## src/rtl/uart_receiver.sv

```systemverilog
`timescale 1ns/1ps
// uart_receiver
//   8N1 UART receive path. The serial line is oversampled by `oversample` using
//   a one-Clock-wide sample_tick enable. A start bit is qualified by `half_bit`
//   consecutive low samples. Data bits are sampled near mid-bit, LSB first. The
//   stop bit is checked, and a good byte is held in Data_out until the host
//   acknowledges it.
//
// Ports
//   Clock        system clock, all state on posedge
//   reset_       asynchronous, active-high reset
//   sample_tick  one-cycle enable at oversample x baud
//   Serial_in    asynchronous serial line, idle high
//   read_ack     host pulse: byte consumed, clears data_valid and both flags
//   Data_out     last good received byte
//   data_valid   Data_out holds an unread byte
//   overrun_err  sticky: a good byte completed while data_valid was set
//   framing_err  sticky: stop bit sampled low
module uart_receiver #(
  parameter int word_size  = 8,
  parameter int oversample = 16,
  parameter int half_bit   = 8,
  parameter int cnt_width  = 4
) (
  input  logic                 Clock,
  input  logic                 reset_,
  input  logic                 sample_tick,
  input  logic                 Serial_in,
  input  logic                 read_ack,
  output logic [word_size-1:0] Data_out,
  output logic                 data_valid,
  output logic                 overrun_err,
  output logic                 framing_err
);

  localparam int bit_width = $clog2(word_size) + 1;

  // One-hot state encoding
  localparam logic [4:0] IDLE  = 5'b00001;
  localparam logic [4:0] START = 5'b00010;
  localparam logic [4:0] DATA  = 5'b00100;
  localparam logic [4:0] STOP  = 5'b01000;
  localparam logic [4:0] BREAK = 5'b10000;

  logic                 rx_meta;
  logic                 rx;
  logic [4:0]           state;
  logic [cnt_width-1:0] sample_cnt;
  logic [bit_width-1:0] bit_cnt;
  logic [word_size-1:0] shift_reg;

  logic mid_bit;
  logic good_stop;
  logic bad_stop;
  logic load;
  logic overrun;

  // Two-flop synchronizer; both flops reset to the idle (high) line level so
  // reset release never looks like a start bit.
  always_ff @(posedge Clock or posedge reset_) begin
    if (reset_) begin
      rx_meta <= 1'b1;
      rx      <= 1'b1;
    end else begin
      rx_meta <= Serial_in;
      rx      <= rx_meta;
    end
  end

  always_comb begin
    mid_bit   = (sample_cnt == cnt_width'(oversample - 1));
    good_stop = (state == STOP) && sample_tick && mid_bit && rx;
    bad_stop  = (state == STOP) && sample_tick && mid_bit && !rx;
    // An ack in the load cycle frees the register, so the new byte is taken
    // instead of being reported as an overrun.
    load      = good_stop && (!data_valid || read_ack);
    overrun   = good_stop && data_valid && !read_ack;
  end

  // Receive state machine
  always_ff @(posedge Clock or posedge reset_) begin
    if (reset_) begin
      state      <= IDLE;
      sample_cnt <= '0;
      bit_cnt    <= '0;
      shift_reg  <= '0;
    end else if (sample_tick) begin
      case (state)
        IDLE: begin
          if (!rx) begin
            state      <= START;
            sample_cnt <= cnt_width'(1);
          end
        end
        START: begin
          if (rx) begin
            state      <= IDLE;
            sample_cnt <= '0;
          end else if (sample_cnt == cnt_width'(half_bit - 1)) begin
            state      <= DATA;
            sample_cnt <= '0;
            bit_cnt    <= '0;
          end else begin
            sample_cnt <= sample_cnt + cnt_width'(1);
          end
        end
        DATA: begin
          if (mid_bit) begin
            sample_cnt <= '0;
            shift_reg  <= {rx, shift_reg[word_size-1:1]};
            bit_cnt    <= bit_cnt + bit_width'(1);
            if (bit_cnt == bit_width'(word_size - 1))
              state <= STOP;
          end else begin
            sample_cnt <= sample_cnt + cnt_width'(1);
          end
        end
        STOP: begin
          if (mid_bit) begin
            sample_cnt <= '0;
            state      <= rx ? IDLE : BREAK;
          end else begin
            sample_cnt <= sample_cnt + cnt_width'(1);
          end
        end
        BREAK: begin
          // A line held low must return high before a new start is accepted.
          if (rx) begin
            state      <= IDLE;
            sample_cnt <= '0;
          end
        end
        default: begin
          state      <= IDLE;
          sample_cnt <= '0;
        end
      endcase
    end
  end

  // Host-side output register and sticky flags
  always_ff @(posedge Clock or posedge reset_) begin
    if (reset_) begin
      Data_out    <= '0;
      data_valid  <= 1'b0;
      overrun_err <= 1'b0;
      framing_err <= 1'b0;
    end else begin
      if (load) begin
        Data_out   <= shift_reg;
        data_valid <= 1'b1;
      end else if (read_ack) begin
        data_valid <= 1'b0;
      end

      if (overrun)
        overrun_err <= 1'b1;
      else if (read_ack)
        overrun_err <= 1'b0;

      // Setting takes priority over an ack arriving in the same cycle.
      if (bad_stop)
        framing_err <= 1'b1;
      else if (read_ack)
        framing_err <= 1'b0;
    end
  end

endmodule

```

## config.mk

```make
export PLATFORM = sky130hd
export DESIGN_NAME = uart_receiver
export DESIGN_NICKNAME = d
export VERILOG_FILES = /design/src/rtl/uart_receiver.sv
export SDC_FILE = /design/constraint.sdc
export NUM_CORES = 1
export LEC_CHECK = 0
export BUFFER_PORTS_ARGS = -buffer_cell sky130_fd_sc_hd__buf_2
export CORE_MARGIN = 2
export CORE_UTILIZATION = 45
export DETAILED_ROUTE_END_ITERATION = 8
export GPL_ROUTABILITY_DRIVEN = 0
export PLACE_DENSITY_LB_ADDON = 0.15
export SLEW_MARGIN = 10
export SYNTH_ARGS = -nofsm -noshare
export SYNTH_HDL_FRONTEND = slang
export SYNTH_SLANG_ARGS = --single-unit
```

## constraint.sdc

```tcl
create_clock -name Clock -period 2.1 [get_ports Clock]
set_input_delay 0.42 -clock Clock [delete_from_list [all_inputs] [get_ports Clock]]
set_output_delay 0.42 -clock Clock [all_outputs]
set_load 0.05 [all_outputs]
```

==> flow_metrics.py <==
metrics = {
    "route": {
        "drtPass1Iterations": 4,
        "drt-wirelength-per-cell_um": 13.6,
        "drc_errors": 0,
        "routed_wirelength_um": 2930,
        "ant_nets": 0,
        "iteration_0_drc_markers": 41,
        "route.detailed.vias_per_inst": 5.23,
        "via_count": 1130,
    },
    "synth": {
        "ys.flop_type": "sky130_fd_sc_hd__dfrtp_1",
        "synthesis.area_per_instance_um2": 11.8,
        "synth-edff-count": 0,
        "ys_async_sr_fraction": 1.00,
        "synth_area_leader_cell": "sky130_fd_sc_hd__dfrtp_1",
        "synth_nets": 148,
        "synthDominantCellAreaShare": 0.467,
        "synth_warnings": 0,
        "dominant_cells_by_area_after_synthesis": "sky130_fd_sc_hd__dfrtp_1 (47%), sky130_fd_sc_hd__mux2_4 (8.1%), sky130_fd_sc_hd__mux2_2 (6.1%), sky130_fd_sc_hd__dfstp_2 (4.7%), sky130_fd_sc_hd__o21ai_0 (3.6%)",
        "synth.ff_latch_count": 34,
        "syn-instance-count": 141,
        "yosys.cell_types.count": 41,
        "syn-cell-area_um2": 1660,
        "yosysSeqAreaShare": 0.514,
    },
    "cts": {
        "clock_tree.root_cell": "sky130_fd_sc_hd__clkbuf_8",
        "cts_max_level": 2,
        "numCtsBuffers": 5,
        "cts.clk_slew.worst_paths_ns": 0.07,
        "cts_tree": "yes",
        "ctsHoldBuffers": 0,
        "clock_path_buffers": 2,
        "clock_sink_count": 34,
        "worst_skew_pair.late_latency_ns": 0.29,
    },
    "final_layout": {
        "final_layout_size_suffix_gt1_frac": 0.339,
        "n_antenna_cell": 0,
        "area_growth_syn_to_layout_pct": 16.9,
        "finish.instance_area_um2": 1940,
        "num-nets-final": 174,
        "total_of_fill_cells_in_the_finished_design": 325,
        "postLayoutCoreUtil": 0.539,
    },
    "die": {
        "fp.dieW_um": 64.8,
        "chipHeight_um": 64.8,
        "coreArea_um2": 3610,
        "number_of_ports_placed_on_the_die_boundary": 16,
        "initial_utilization": 0.461,
        "die_area_um2": 4190,
        "core.rowCount": 22,
    },
    "grt": {
        "first_global_vias": 1074,
        "grt_overflow_total": 0,
        "global_route_wire_length_before_repair_um": 4960,
        "maximum_number_of_pins_on_one_net_before_global_route_repair": 35,
        "grt_antenna_before_repair": 0,
        "grt_use_total": 0.158,
    },
    "sta": {
        "final_period_minus_worst_setup_slack_ns": 1.94,
        "setup_slack_ns": 0.156,
        "fin_tns_setup_ns": 0,
        "final.period_utilization": 0.926,
        "finalSetupViolations": 0,
        "achievable-frequency_mhz": 514,
        "fin_skew_ns": 0.00466,
        "slew_viol_final": 0,
        "timing_hold_violations_final": 0,
        "rsz0062_at_grt": "no",
        "maxSlewHeadroom": 0.635,
        "actual_transition_at_the_worst_max_transition_pin_ns": 0.541,
    },
    "critical_path": {
        "r2r_end": "state[4]",
        "critical_path.endpoint_type": "flop",
        "reg2reg_depth": 5,
        "timing.reg2reg.setup_slack_ns": 0.16,
        "worst_setup_path_start_kind": "flop",
        "worst-endpoint-arrival_ns": 2.11,
        "path_max_fanout": 7,
        "reg2reg_from": "state[4]",
        "cp.required_ns": 2.27,
        "critPathKind": "reg2reg",
    },
    "run": {
        "max_cap_violations": 0,
    },
    "run_status": {
        "outcome": "finished clean",
    },
    "place": {
        "portBuffers": 15,
        "placed_area_um2": 1830,
        "detailedPlacementHpwl_um": 2010,
        "pre_cts_ws_ns": 0.0749,
    },
    "pwr": {
        "ir_drop_mv": 0.482,
        "power.density_nw_per_um2": 824,
        "fin_total_pwr_mw": 1.60,
        "leakagePower_nw": 0.932,
    },
    "worst_hold_path": {
        "hold_path_class": "in2async",
    },
}
worst max-delay path by stage:
stage / start / to / slack (ns)
after floorplan: sample_cnt[0] / Data_out[0] / 0.14
after global placement: state[4] / state[1] / 0.10
after detailed placement: state[4] / state[1] / 0.07
after CTS: state[4] / state[4] / 0.06
after global routing: state[3] / state[1] / 0.03
final: state[4] / state[4] / 0.16
routing by layer:
layer,GRT usage,up-vias,wire length (um)
li1,-,558,-
met1,0.188,546,1370
met2,0.254,21,1370
met3,0.0469,5,125
met4,0.0878,0,63
met5,0,-,0
layout make-up:
class,count,area [um2],share of cell area
clock buffers,7,86.3,0.0444
clock inverters,1,5.00,0.00258
inverters,6,22.5,0.0116
multi-input cells,97,767,0.395
flip-flops and latches,34,855,0.440
well taps,48,60.1,0.0309
repair buffers,23,148,0.0760
cells in the final DEF, fill, tap and decap left out, drive strengths merged, types with 3 or more instances in the layout:
master  netlist  layout
dfrtp        31      31
dfstp         3       3
a22o          5       5
mux2         21      21
clkbuf        2       7
o21ai        12      12
inv           6       6
a21oi         5       5
nor2         12      12
and3          3       3
nand2         7       7
buf           2      23
nand3         6       6
cell families after synthesis:
family | after synthesis | synth area share
buf+inv | 10 | 0.0279
simple gates | 41 | 0.130
flops | 34 | 0.514
fa+ha+maj | 2 | 0.0151
mux | 21 | 0.163
xor+xnor | 2 | 0.0105
compound gates | 31 | 0.140
cells in the mapped netlist, types with 2 or more instances:
| cell type | count |
|---|---|
| sky130_fd_sc_hd__a21oi_1 | 4 |
| sky130_fd_sc_hd__a22o_1 | 5 |
| sky130_fd_sc_hd__and3_1 | 3 |
| sky130_fd_sc_hd__clkbuf_1 | 2 |
| sky130_fd_sc_hd__dfrtp_1 | 31 |
| sky130_fd_sc_hd__dfstp_2 | 3 |
| sky130_fd_sc_hd__ha_1 | 2 |
| sky130_fd_sc_hd__inv_1 | 6 |
| sky130_fd_sc_hd__mux2_1 | 3 |
| sky130_fd_sc_hd__mux2_2 | 9 |
| sky130_fd_sc_hd__mux2_4 | 9 |
| sky130_fd_sc_hd__nand2_1 | 7 |
| sky130_fd_sc_hd__nand2b_1 | 2 |
| sky130_fd_sc_hd__nand3_1 | 6 |
| sky130_fd_sc_hd__nor2_1 | 11 |
| sky130_fd_sc_hd__nor2b_1 | 2 |
| sky130_fd_sc_hd__o21ai_0 | 12 |
report_power, final:
part | leakage, nW | internal [mW] | switching (mW)
Sequential | 0.462 | 0.704 | 0.0652
Clock | 0.0482 | 0.264 | 0.230
Combinational | 0.422 | 0.161 | 0.177
Total | 0.932 | 1.13 | 0.472
per-stage QoR:
stage	std cells	hold slack [ns]
2_1_floorplan	141	0.345
3_3_place_gp	206	0.347
3_5_place_dp	206	0.348
4_1_cts	214	0.221
5_1_grt	216	0.217
6_report	216	0.213
worst max-delay path, cell delays in order, from the launching register on:
cell and delay [ns]:
sky130_fd_sc_hd__dfrtp_1 0.42, sky130_fd_sc_hd__or3_1 0.44, sky130_fd_sc_hd__o311a_1 0.35, sky130_fd_sc_hd__a22oi_4 0.19, sky130_fd_sc_hd__nor3_4 0.09, sky130_fd_sc_hd__mux2_1 0.33
repair_timing:
item | 4_1_cts | 5_1_grt
endpoints found under the setup margin | 0 | 4
resized for setup | 0 | 1
setup buffers | 0 | 2
(Power assumes the default switching activity.)
